**config.mk**
```make
export PLATFORM = sky130hd
export DESIGN_NAME = jtopl_wrsched_flat
export DESIGN_NICKNAME = d
export VERILOG_FILES = /design/src/rtl/jtopl_wrsched_if.sv /design/src/rtl/jtopl_wrsched.sv /design/src/flat_wrapper.sv
export SDC_FILE = /design/constraint.sdc
export NUM_CORES = 1
export LEC_CHECK = 0
export ABC_CLOCK_PERIOD_IN_PS = 2900
export CORE_MARGIN = 2
export CORE_UTILIZATION = 50
export CTS_CLUSTER_DIAMETER = 120
export DETAILED_ROUTE_END_ITERATION = 12
export PLACE_DENSITY_LB_ADDON = 0.08
export SLEW_MARGIN = 20
export SYNTH_ARGS = -nofsm -noshare
export SYNTH_HDL_FRONTEND = slang
export SYNTH_SLANG_ARGS = --single-unit
```
**constraint.sdc**
```tcl
create_clock -name clk -period 2.9 [get_ports clk]
set_input_delay 0.435 -clock clk [delete_from_list [all_inputs] [get_ports clk]]
set_output_delay 0.435 -clock clk [all_outputs]
set_load 0.05 [all_outputs]
```
**src/rtl/jtopl_wrsched_if.sv**
```systemverilog
// Host/mmr bus bundle for the OPL write scheduler.
//   master : host side, drives host_we/host_addr/host_din and observes status
//   slave  : scheduler side, accepts host writes and drives the mmr strobe
//            (opl_din/opl_addr/opl_write) plus status (busy/full/level/ovf)
interface jtopl_wrsched_if #(
  parameter int AW = 3
);
  logic          host_we;
  logic          host_addr;
  logic [7:0]    host_din;
  logic [7:0]    opl_din;
  logic          opl_addr;
  logic          opl_write;
  logic          busy;
  logic          full;
  logic [AW:0]   level;
  logic          ovf;

  modport master (
    output host_we, host_addr, host_din,
    input  opl_din, opl_addr, opl_write, busy, full, level, ovf
  );

  modport slave (
    input  host_we, host_addr, host_din,
    output opl_din, opl_addr, opl_write, busy, full, level, ovf
  );
endinterface

```
**src/rtl/jtopl_wrsched.sv**
```systemverilog
// Host-side write scheduler in front of the OPL register file.
// Host writes ({a0, data}) are queued in a 2**AW entry FIFO and replayed to
// mmr one at a time as single-clk strobes. After each strobe the scheduler
// waits ADDR_WAIT (address port) or DATA_WAIT (data port) cen ticks before
// the next entry may be popped.
// Ports:
//   clk  : system clock
//   rst  : synchronous, active-high reset
//   cen  : master clock enable, paces the recovery countdown only
//   bus  : jtopl_wrsched_if.slave
//          host_we/host_addr/host_din in; opl_din/opl_addr/opl_write out;
//          busy, full, level (0..2**AW) and sticky ovf status out
module jtopl_wrsched #(
  parameter int AW        = 3,
  parameter int ADDR_WAIT = 12,
  parameter int DATA_WAIT = 84
) (
  input  logic           clk,
  input  logic           rst,
  input  logic           cen,
  jtopl_wrsched_if.slave bus
);

  localparam int DEPTH = 1 << AW;
  localparam int MAXW  = (ADDR_WAIT > DATA_WAIT) ? ADDR_WAIT : DATA_WAIT;
  localparam int CW    = $clog2(MAXW + 1);

  localparam logic [AW:0]   LVL_ONE  = (AW+1)'(1);
  localparam logic [AW:0]   LVL_FULL = (AW+1)'(DEPTH);
  localparam logic [AW-1:0] PTR_ONE  = AW'(1);
  localparam logic [CW-1:0] CNT_ONE  = CW'(1);
  localparam logic [CW-1:0] CNT_ADDR = CW'(ADDR_WAIT);
  localparam logic [CW-1:0] CNT_DATA = CW'(DATA_WAIT);

  typedef enum logic [1:0] {
    S_IDLE,
    S_ISSUE,
    S_WAIT
  } state_t;

  state_t        state;
  logic [CW-1:0] cnt;
  logic [8:0]    mem [DEPTH];
  logic [AW-1:0] wr_ptr;
  logic [AW-1:0] rd_ptr;
  logic [AW:0]   level_q;
  logic [AW:0]   level_nxt;
  logic          full_q;
  logic          busy_q;
  logic          ovf_q;
  logic          opl_write_q;
  logic          opl_addr_q;
  logic [7:0]    opl_din_q;
  logic          pop;
  logic          push;
  logic          drop;
  logic          fsm_active_nxt;

  // Pop is the IDLE dequeue; a push into a full FIFO is still accepted when a
  // pop frees a slot on the same edge. fsm_active_nxt tells whether the FSM
  // will be outside IDLE after this edge, so busy can be registered as the
  // post-edge view.
  // NOTE: every always_comb output gets a default first, so no latch is inferred.
  always_comb begin
    pop            = (state == S_IDLE) && (level_q != '0);
    push           = bus.host_we && (!full_q || pop);
    drop           = bus.host_we && full_q && !pop;
    level_nxt      = level_q;
    fsm_active_nxt = 1'b0;
    if (push && !pop)
      level_nxt = level_q + LVL_ONE;
    else if (pop && !push)
      level_nxt = level_q - LVL_ONE;
    case (state)
      S_IDLE:  fsm_active_nxt = pop;
      S_ISSUE: fsm_active_nxt = 1'b1;
      S_WAIT:  fsm_active_nxt = !(cen && (cnt == CNT_ONE));
      default: fsm_active_nxt = 1'b0;
    endcase
  end

  // NOTE: the storage array has no reset; pointers and level are reset, so
  // stale contents are never read and the array can map onto plain RAM.
  always_ff @(posedge clk) begin
    if (push)
      mem[wr_ptr] <= {bus.host_addr, bus.host_din};
  end

  // NOTE: sequential state uses non-blocking assignments only, so every read
  // below sees the pre-edge value (e.g. opl_addr in ISSUE is the popped entry).
  always_ff @(posedge clk) begin
    if (rst) begin
      state       <= S_IDLE;
      cnt         <= '0;
      wr_ptr      <= '0;
      rd_ptr      <= '0;
      level_q     <= '0;
      full_q      <= 1'b0;
      busy_q      <= 1'b0;
      ovf_q       <= 1'b0;
      opl_write_q <= 1'b0;
      opl_addr_q  <= 1'b0;
      opl_din_q   <= '0;
    end else begin
      if (push) wr_ptr <= wr_ptr + PTR_ONE;
      if (pop)  rd_ptr <= rd_ptr + PTR_ONE;
      if (drop) ovf_q  <= 1'b1;
      level_q     <= level_nxt;
      full_q      <= (level_nxt == LVL_FULL);
      busy_q      <= (level_nxt != '0) || fsm_active_nxt;
      opl_write_q <= 1'b0;

      case (state)
        S_IDLE: begin
          if (pop) begin
            {opl_addr_q, opl_din_q} <= mem[rd_ptr];
            opl_write_q             <= 1'b1;
            state                   <= S_ISSUE;
          end
        end
        S_ISSUE: begin
          cnt   <= opl_addr_q ? CNT_DATA : CNT_ADDR;
          state <= S_WAIT;
        end
        S_WAIT: begin
          // The tick that brings cnt to zero also releases the FSM.
          if (cen) begin
            cnt <= cnt - CNT_ONE;
            if (cnt == CNT_ONE)
              state <= S_IDLE;
          end
        end
        default: state <= S_IDLE;
      endcase
    end
  end

  assign bus.opl_write = opl_write_q;
  assign bus.opl_addr  = opl_addr_q;
  assign bus.opl_din   = opl_din_q;
  assign bus.busy      = busy_q;
  assign bus.full      = full_q;
  assign bus.level     = level_q;
  assign bus.ovf       = ovf_q;

endmodule

```
**src/flat_wrapper.sv**
```systemverilog
// flat-port wrapper written by rule: the top's interface ports become plain ports
module jtopl_wrsched_flat 
#(
  parameter int AW        = 3,
  parameter int ADDR_WAIT = 12,
  parameter int DATA_WAIT = 84
)
  (clk, rst, cen, bus_host_we, bus_host_addr, bus_host_din, bus_opl_din, bus_opl_addr, bus_opl_write, bus_busy, bus_full, bus_level, bus_ovf);
  jtopl_wrsched_if #(.AW(AW)) bus_i ();
  input  logic clk;
  input  logic rst;
  input  logic cen;
  input wire logic [$bits(bus_i.host_we)-1:0] bus_host_we;
  input wire logic [$bits(bus_i.host_addr)-1:0] bus_host_addr;
  input wire logic [$bits(bus_i.host_din)-1:0] bus_host_din;
  output wire logic [$bits(bus_i.opl_din)-1:0] bus_opl_din;
  output wire logic [$bits(bus_i.opl_addr)-1:0] bus_opl_addr;
  output wire logic [$bits(bus_i.opl_write)-1:0] bus_opl_write;
  output wire logic [$bits(bus_i.busy)-1:0] bus_busy;
  output wire logic [$bits(bus_i.full)-1:0] bus_full;
  output wire logic [$bits(bus_i.level)-1:0] bus_level;
  output wire logic [$bits(bus_i.ovf)-1:0] bus_ovf;
  assign bus_i.host_we = bus_host_we;
  assign bus_i.host_addr = bus_host_addr;
  assign bus_i.host_din = bus_host_din;
  assign bus_opl_din = bus_i.opl_din;
  assign bus_opl_addr = bus_i.opl_addr;
  assign bus_opl_write = bus_i.opl_write;
  assign bus_busy = bus_i.busy;
  assign bus_full = bus_i.full;
  assign bus_level = bus_i.level;
  assign bus_ovf = bus_i.ovf;
  jtopl_wrsched #(.AW(AW), .ADDR_WAIT(ADDR_WAIT), .DATA_WAIT(DATA_WAIT)) u_core (.clk(clk), .rst(rst), .cen(cen), .bus(bus_i));
endmodule
```
==> reports/qor.log, run 1 <==
INFO  run_status     status=finished, final reports clean
INFO  clock_network  tritoncts=yes
INFO  pwr            power_per_cell_area=936mW/mm²
INFO  setup_path     critPathKind=reg -> reg
INFO  timing         finalHoldViolCount=0
INFO  cells_and_area synthToLayoutAreaGrowth=15.6%
INFO  detailed_routing routed_wirelength=7810µm
INFO  floorplan      die_height=96.4µm
INFO  timing         rsz0062_at_grt=no
INFO  pwr            post-layout-total-power=4.62mW
INFO  timing         timing_max_transition_violations_final=0
INFO  timing         slew-limit-headroom=29.3%
INFO  setup_path     critPathTopFamily=simple AND/OR/NAND/NOR gates
INFO  clock_network  clockBufferDepth=2
INFO  timing         fmaxAchievable=444MHz
INFO  synthesis      synthesis.yosys.warnings=0
INFO  min_path       worstHoldPathType=reg -> reg
INFO  synthesis      ys.flop_type=sky130_fd_sc_hd__edfxtp_1
INFO  global_route   overflow=0
INFO  global_route   grt_antenna_before_repair=0
INFO  detailed_routing drt_iter0_drc=128
INFO  synthesis      postSynthNetCount=311
INFO  synthesis      synthesis.instances=292
INFO  setup_path     timing.critical_path.cells=inv_1 > ha_1 > nor3b_1 > o21ai_1 > nand2_1 > nor3_1 > buf_4
INFO  global_route   grt_start_max_net_pins=27
INFO  setup_path     timing.critical_path.to_type=register
INFO  pwr            switching_share=38.0%
INFO  global_route   grt_pass1_wl=12,400µm
INFO  floorplan      floorplan.die_area=0.00930mm²
INFO  floorplan      initial_core_utilization=51.7%
INFO  cells_and_area diodes=0
INFO  pwr            vdd.ir_drop.worst=0.000612V
INFO  detailed_routing drt_drc_violations_left=0
INFO  timing         setup_total_negative_slack=0ps
INFO  clock_network  cts.htree.levels=3
INFO  clock_network  clock_latency=370ps
INFO  clock_network  clock-sinks=104
INFO  detailed_routing post_drt_wl_per_cell=17.6µm
INFO  pwr            total_switching_power=1.75mW
INFO  setup_path     critical_path_arrival=2320ps
INFO  floorplan      design.core.area=0.00826mm²
INFO  setup_path     critPathRequiredTime=2970ps
INFO  clock_network  postCtsHoldBufs=0
INFO  clock_network  numCtsBuffers=9
INFO  setup_path     worst-path-buf-inv=2
INFO  pwr            share_clk_of_total_power=18.5%
INFO  cells_and_area fill_cells=650
INFO  global_route   grt_pass1_vias=2,368
INFO  place          post-dp-hpwl=4910µm
INFO  clock_network  cts.clk_slew.worst_paths=100ps
INFO  synthesis      yosysUniqueCellTypes=47
INFO  setup_path     timing.critical_path.slowest_stage_cell=sky130_fd_sc_hd__dfxtp_1
INFO  timing         slew_at_the_pin_closest_to_its_max_slew_limit=1060ps
INFO  synthesis      yosys_register_bits=104
INFO  timing         clock-skew-final=11.6ps
INFO  pwr            cellLeakagePower=1.64nW
INFO  setup_path     critPathLaunchType=register
INFO  setup_path     slowest_delay=480ps
INFO  clock_network  postCtsResizedCells=0
INFO  synthesis      fraction_of_synthesis_flops_using_an_asynchronous_set_or_reset_pin=0%
INFO  synthesis      syn-cell-area=0.00427mm²
INFO  timing         final.hold.worst_slack=479ps
INFO  pwr            power_frac_seq=42.7%
INFO  detailed_routing route.vias.total=2,492
INFO  floorplan      std_cell_rows=33
INFO  timing         finalCriticalPeriod=2250ps
INFO  timing         min_period_over_period=77.6%
INFO  place          port-buffer-count=29
INFO  synthesis      syn_avg_cell_area=14.6µm²
INFO  synthesis      synth_enable_flop_cells=72
INFO  floorplan      num_io_pins=30
INFO  place          gp_congestion=0.758
INFO  detailed_routing final_antenna_net_count=0
INFO  cells_and_area final_layout_size_suffix_gt1_share=16.6%
INFO  detailed_routing detailedRoute.firstPassIterationCount=4
INFO  floorplan      floorplan.die.width=96.4µm
INFO  setup_path     timing.critical_path.fanout_max=9
INFO  timing         count_of_final_setup_violators=0
INFO  synthesis      synth_seq_area_share=65.6%
INFO  detailed_routing viasPerCell=5.63
INFO  job            cap_viol_max_count=0
INFO  clock_network  clock-root-buffer=sky130_fd_sc_hd__clkbuf_8
INFO  cells_and_area final_net_count=352
INFO  clock_network  setup_fix_buffers_added_after_clock_tree_synthesis=0
INFO  pwr            power_internal=2.87mW
INFO  pwr            power.share.combinational=38.8%
INFO  global_route   grt_util_all_layers=18.7%
sequential cells by signal, summed over array words and instances, names as in the netlist:
| name | cells |
|---|---|
| u_core.bus.busy | 1 |
| u_core.bus.full | 1 |
| u_core.bus.level | 4 |
| u_core.bus.opl_addr | 1 |
| u_core.bus.opl_din | 8 |
| u_core.bus.opl_write | 1 |
| u_core.bus.ovf | 1 |
| u_core.cnt | 7 |
| u_core.mem | 72 |
| u_core.rd_ptr | 3 |
| u_core.state | 2 |
| u_core.wr_ptr | 3 |
cell usage in the layout (no fill, tap or decap), types with 7 or more instances in the layout:
cell type,netlist,routed
sky130_fd_sc_hd__nor2_1,31,31
sky130_fd_sc_hd__dfxtp_1,32,32
sky130_fd_sc_hd__edfxtp_1,72,72
sky130_fd_sc_hd__nor3_1,7,7
sky130_fd_sc_hd__a211oi_1,14,14
sky130_fd_sc_hd__mux4_2,18,18
sky130_fd_sc_hd__clkbuf_8,0,9
sky130_fd_sc_hd__buf_4,2,16
sky130_fd_sc_hd__nand2_1,15,15
sky130_fd_sc_hd__mux2i_1,11,11
sky130_fd_sc_hd__clkdlybuf4s50_1,0,29
synthesized netlist by cell type, types with 6 or more instances:
cell	n	share of area (%)
sky130_fd_sc_hd__edfxtp_1	72	51
sky130_fd_sc_hd__dfxtp_1	32	15
sky130_fd_sc_hd__nor2_1	31	2.7
sky130_fd_sc_hd__mux4_2	18	9.5
sky130_fd_sc_hd__nand2_1	15	1.3
sky130_fd_sc_hd__a211oi_1	14	2.5
sky130_fd_sc_hd__mux2i_1	11	2.6
sky130_fd_sc_hd__nor3_1	7	0.82
sky130_fd_sc_hd__a21oi_1	6	0.70
sky130_fd_sc_hd__ha_1	6	1.8
sky130_fd_sc_hd__inv_1	6	0.53
layout make-up:
cell class / instances / area [µm²] / area share [%]
timing repair buffer: 45 / 410 / 8.31
multi-input combinational: 167 / 1380 / 28.0
sequential: 104 / 2800 / 56.8
clock inverter: 6 / 62.6 / 1.27
clock buffer: 10 / 128 / 2.58
tap: 105 / 131 / 2.66
inverter: 6 / 22.5 / 0.456
layer usage:
metal | vias to the layer above | routed length [µm] | share of wire (%) | GRT usage [%]
li1 | 1201 | - | - | -
met1 | 1246 | 3630 | 47 | 26.4
met2 | 36 | 3840 | 49 | 29.0
met3 | 9 | 227 | 2.9 | 3.34
met4 | 0 | 108 | 1.4 | 7.75
met5 | - | 0 | 0 | 0
power groups by stage:
| stage | clock, mW | sequential, mW | combinational [mW] |
|---|---|---|---|
| 3_3_place_gp | 0 | 2.00 | 1.78 |
| 2_1_floorplan | 0 | 2.22 | 1.12 |
| 6_report | 0.855 | 1.97 | 1.79 |
| 3_5_place_dp | 0 | 2.00 | 1.80 |
| 4_1_cts | 0.886 | 1.97 | 1.81 |
| 5_1_grt | 0.942 | 2.01 | 1.98 |
path summary, 6_finish.rpt:
kind | start | end | slack [ps] | depth (start not counted)
worst max-delay path | u_core.bus.level[1] | u_core.mem[5][5] | 650 | 7
worst min-delay path | u_core.bus.ovf | u_core.bus.ovf | 480 | 2
worst max register to register | u_core.bus.level[1] | u_core.mem[5][5] | 650 | 7
worst min register to register | u_core.bus.ovf | u_core.bus.ovf | 480 | 2
stage by stage:
step           worst slack (ps)  utilization [%]  cell area [µm²]  cells
4_1_cts                     671             59.8             4940    443
2_1_floorplan               150                -             4280    292
5_1_grt                     454             59.8             4940    443
6_report                    650             59.8             4940    443
3_3_place_gp                662             57.5             4750    427
3_5_place_dp                584             57.5             4750    427
worst register-to-register path: cells and delay by family (launching register included):
family	cells	cell delay [ps]
and+or+nand+nor	3	650
AOI/OAI and AO/OA	1	260
DFF	1	480
buffers and inverters	2	340
adders and majority gates	1	230
cell families after synthesis:
group / after synthesis / synth area share, %
DFF: 104 / 65.6
and+or+nand+nor: 82 / 9.90
AOI/OAI and AO/OA: 41 / 6.62
muxes: 29 / 12.1
buffers and inverters: 21 / 2.23
xor gates and xnor gates: 9 / 1.84
adders and majority gates: 6 / 1.76
Power figures use the tool's default switching activity.
==> inputs of run 2 (changes only) <==
--- a/config.mk
+++ b/config.mk
@@ -5,7 +5,7 @@
 export SDC_FILE = /design/constraint.sdc
 export NUM_CORES = 1
 export LEC_CHECK = 0
-export ABC_CLOCK_PERIOD_IN_PS = 2900
+export ABC_CLOCK_PERIOD_IN_PS = 2190
 export CORE_MARGIN = 2
 export CORE_UTILIZATION = 50
 export CTS_CLUSTER_DIAMETER = 120
==> constraint.sdc (replaced) <==
create_clock -name clk -period 2.19 [get_ports clk]
set_input_delay 0.3285 -clock clk [delete_from_list [all_inputs] [get_ports clk]]
set_output_delay 0.3285 -clock clk [all_outputs]
set_load 0.05 [all_outputs]
==> run 2 against run 1 <==
Effect of this change:
- sequential power rose by 31%
- utilization rose by 1.4 points
- critical path depth did not move
- via count rose by 1.4%
- die area did not move
- worst hold slack got worse by 14 ps
- sequential share of layout area fell by 1.1 points
- non-clock buffer count did not move
- power rose by 38%
- routed wire length rose by 4.0%
- critical path type unchanged
- largest cell class unchanged
- largest power group unchanged
==> reports/qor.log, run 2 (synthesis results as in run 1) <==
INFO  setup_path     worstSetupStartpoint=u_core.bus.level[0]
INFO  clock_network  cts.htree.levels=3 [unchanged]
INFO  clock_network  cts.clk_slew.worst_paths=100ps [about the same]
INFO  global_route   grt_pass1_vias=2,449 [+3.4%]
INFO  pwr            power.share.combinational=39.2% [+0.4 points]
INFO  detailed_routing drt_iter0_drc=84 [-34%]
INFO  timing         min_period_over_period=93.2% [+16 points]
INFO  setup_path     r2r.worst_path.cells=7 [unchanged]
INFO  global_route   overflow=0 [unchanged]
INFO  timing         fin_ws=149ps [-501 ps]
INFO  pwr            cellLeakagePower=1.66nW [+1.3%]
INFO  job            cap_viol_max_count=0 [unchanged]
INFO  cells_and_area post_layout_nonfiller_instances=443 [unchanged]
INFO  global_route   grt_pass1_wl=12,800µm [+3.6%]
INFO  timing         slew_at_the_pin_closest_to_its_max_slew_limit=751ps [-306 ps]
INFO  setup_path     critical_path_arrival=2110ps [-210 ps]
INFO  timing         count_of_final_setup_violators=0 [unchanged]
INFO  clock_network  clock-sinks=104 [unchanged]
INFO  global_route   grt_util_all_layers=19.3% [+0.55 points]
INFO  detailed_routing viasPerCell=5.70 [+1.4%]
INFO  cells_and_area multi_input_area=0.00145mm² [+4.6%]
INFO  setup_path     critPathLaunchType=register
INFO  setup_path     worst_reg2reg_path_startpoint=u_core.bus.level[0]
INFO  floorplan      initial_core_utilization=51.7% [unchanged]
INFO  place          port-buffer-count=29 [unchanged]
INFO  timing         final.hold.worst_slack=466ps [-13.7 ps]
INFO  clock_network  numCtsBuffers=9 [unchanged]
INFO  pwr            switching_share=36.5% [-1.5 points]
INFO  floorplan      num_io_pins=30 [unchanged]
INFO  setup_path     crit_cells=7 [unchanged]
INFO  setup_path     critPathKind=reg -> reg
INFO  setup_path     slowest_delay=400ps [-80 ps]
INFO  setup_path     timing.critical_path.to_type=register
INFO  setup_path     rr_endpoint=u_core.mem[0][8]
INFO  clock_network  clock_latency=360ps [about the same]
INFO  setup_path     timing.critical_path.cells=inv_2 > ha_2 > nor3b_2 > o21ai_2 > nand2_2 > nor4_4 > buf_4
INFO  place          worst_slack_placed=117ps [-467 ps]
INFO  setup_path     critPathRequiredTime=2260ps [-710 ps]
INFO  cells_and_area largest_register_ff_count=72 [unchanged]
INFO  cells_and_area fill_cells=659 [+1.4%]
INFO  clock_network  tritoncts=yes
INFO  floorplan      std_cell_rows=33 [unchanged]
INFO  cells_and_area diodes=0 [unchanged]
INFO  setup_path     endpoint=u_core.mem[0][8]
INFO  cells_and_area mostFrequentLayoutCell=sky130_fd_sc_hd__edfxtp_1
INFO  clock_network  setup_fix_buffers_added_after_clock_tree_synthesis=0 [unchanged]
INFO  timing         finalCriticalPeriod=2040ps [-209 ps]
INFO  cells_and_area final_layout_size_suffix_gt1_share=20.7% [+4.1 points]
INFO  cells_and_area final_net_count=352 [unchanged]
INFO  timing         clock-skew-final=11.9ps [+0.267 ps]
INFO  pwr            share_clk_of_total_power=20.3% [+1.8 points]
INFO  detailed_routing route.vias.total=2,527 [+1.4%]
INFO  place          gp_congestion=0.847 [+12%]
INFO  setup_path     reg2reg_setup_slack=150ps [-500 ps]
INFO  detailed_routing drt_drc_violations_left=0 [unchanged]
INFO  global_route   grt_start_max_net_pins=33 [+22%]
INFO  clock_network  postCtsResizedCells=0 [unchanged]
INFO  clock_network  clock-root-buffer=sky130_fd_sc_hd__clkbuf_8
INFO  timing         timing_max_transition_violations_final=0 [unchanged]
INFO  cells_and_area synthToLayoutAreaGrowth=18.3%
INFO  pwr            power_per_cell_area=1260mW/mm² [+35%]
INFO  pwr            power_frac_seq=40.5% [-2.2 points]
INFO  cells_and_area mostFrequentLayoutCells=sky130_fd_sc_hd__edfxtp_1, sky130_fd_sc_hd__nor2_1, sky130_fd_sc_hd__clkdlybuf4s50_1, sky130_fd_sc_hd__dfxtp_1, sky130_fd_sc_hd__mux4_2
INFO  setup_path     worst-path-buf-inv=2 [unchanged]
INFO  timing         slew-limit-headroom=49.9% [+21 points]
INFO  floorplan      floorplan.die_area=0.00930mm² [unchanged]
INFO  clock_network  postCtsHoldBufs=0 [unchanged]
INFO  timing         setup_total_negative_slack=0ps [unchanged]
INFO  pwr            power_internal=4.06mW [+42%]
INFO  cells_and_area largest-register=u_core.mem
INFO  place          post-dp-hpwl=5200µm [+6.0%]
INFO  run_status     status=finished, final reports clean
INFO  clock_network  clockBufferDepth=2 [unchanged]
INFO  floorplan      die_height=96.4µm [unchanged]
INFO  setup_path     timing.critical_path.slowest_stage_cell=sky130_fd_sc_hd__dfxtp_4
INFO  detailed_routing detailedRoute.firstPassIterationCount=4 [unchanged]
INFO  cells_and_area total_area_of_sequential_cells=0.00281mm² [+0.31%]
INFO  min_path       worstHoldPathType=reg -> reg
INFO  setup_path     timing.critical_path.fanout_max=9 [unchanged]
INFO  timing         finalHoldViolCount=0 [unchanged]
INFO  timing         fmaxAchievable=490MHz [+10%]
INFO  pwr            total_switching_power=2.33mW [+33%]
INFO  detailed_routing post_drt_wl_per_cell=18.3µm [+4.0%]
INFO  pwr            vdd.ir_drop.worst=0.000779V [+27%]
INFO  detailed_routing final_antenna_net_count=0 [unchanged]
INFO  detailed_routing routed_wirelength=8130µm [+4.0%]
INFO  setup_path     critPathTopFamily=simple AND/OR/NAND/NOR gates
INFO  floorplan      floorplan.die.width=96.4µm [unchanged]
INFO  global_route   grt_antenna_before_repair=0 [unchanged]
INFO  floorplan      design.core.area=0.00826mm² [unchanged]
INFO  timing         rsz0062_at_grt=no
INFO  place          place.detailed.instances=427 [unchanged]
## run 2: stage by stage
stage / area [µm²] / power [mW] / util [%]
2_1_floorplan: 4350 / 4.47 / -
3_3_place_gp: 4830 / 5.10 / 58.5
3_5_place_dp: 4830 / 5.16 / 58.5
4_1_cts: 5050 / 6.46 / 61.2
5_1_grt: 5050 / 6.75 / 61.2
6_report: 5050 / 6.39 / 61.2
## run 2: how the worst min path moves through the flow
stage / from / to / slack (ps) / depth (start not counted)
2_1_floorplan: rst / u_core.bus.full / 400 / 1
3_5_place_dp: u_core.rd_ptr[1] / u_core.rd_ptr[1] / 460 / 2
3_3_place_gp: u_core.rd_ptr[1] / u_core.rd_ptr[1] / 450 / 2
4_1_cts: u_core.rd_ptr[1] / u_core.rd_ptr[1] / 470 / 2
6_report: u_core.rd_ptr[1] / u_core.rd_ptr[1] / 470 / 2
5_1_grt: u_core.rd_ptr[1] / u_core.rd_ptr[1] / 520 / 2
## run 2: worst register-to-register path: stages, from the launching register on
cell and delay [ps]:
sky130_fd_sc_hd__dfxtp_4 400, sky130_fd_sc_hd__inv_2 40, sky130_fd_sc_hd__ha_2 180, sky130_fd_sc_hd__nor3b_2 180
sky130_fd_sc_hd__o21ai_2 220, sky130_fd_sc_hd__nand2_2 200, sky130_fd_sc_hd__nor4_4 300, sky130_fd_sc_hd__buf_4 220
## run 2: final cells by class
| cell class | instances | share of cell area (%) |
|---|---|---|
| Tap cell | 105 | 2.60 |
| Clock inverter | 6 | 1.83 |
| Timing Repair Buffer | 45 | 8.37 |
| Multi-Input combinational cell | 167 | 28.6 |
| Inverter | 6 | 0.446 |
| Clock buffer | 10 | 2.53 |
| Sequential cell | 104 | 55.6 |
## run 2: routing by layer
layer | share of wire [%] | vias to the layer above | GRT usage, %
li1 | - | 1204 | -
met1 | 47 | 1262 | 26.5
met2 | 48 | 49 | 30.6
met3 | 3.4 | 12 | 4.89
met4 | 1.7 | 0 | 5.75
met5 | 0 | - | 0
## run 2: power by group through the flow
stage / Sequential, mW / Clock, mW / Combinational [mW]
floorplan: 2.96 / 0 / 1.51
global placement: 2.62 / 0 / 2.48
detailed placement: 2.63 / 0 / 2.54
CTS: 2.58 / 1.33 / 2.54
global route: 2.62 / 1.39 / 2.74
finish: 2.59 / 1.30 / 2.51
==> inputs of run 3 (changes only) <==
--- a/config.mk
+++ b/config.mk
@@ -9,6 +9,7 @@
 export CORE_MARGIN = 2
 export CORE_UTILIZATION = 50
 export CTS_CLUSTER_DIAMETER = 120
+export CTS_CLUSTER_SIZE = 8
 export DETAILED_ROUTE_END_ITERATION = 12
 export PLACE_DENSITY_LB_ADDON = 0.08
 export SLEW_MARGIN = 20
==> results of run 3 <==
No change in the layout: final DEF, timing and power equal those of run 2.
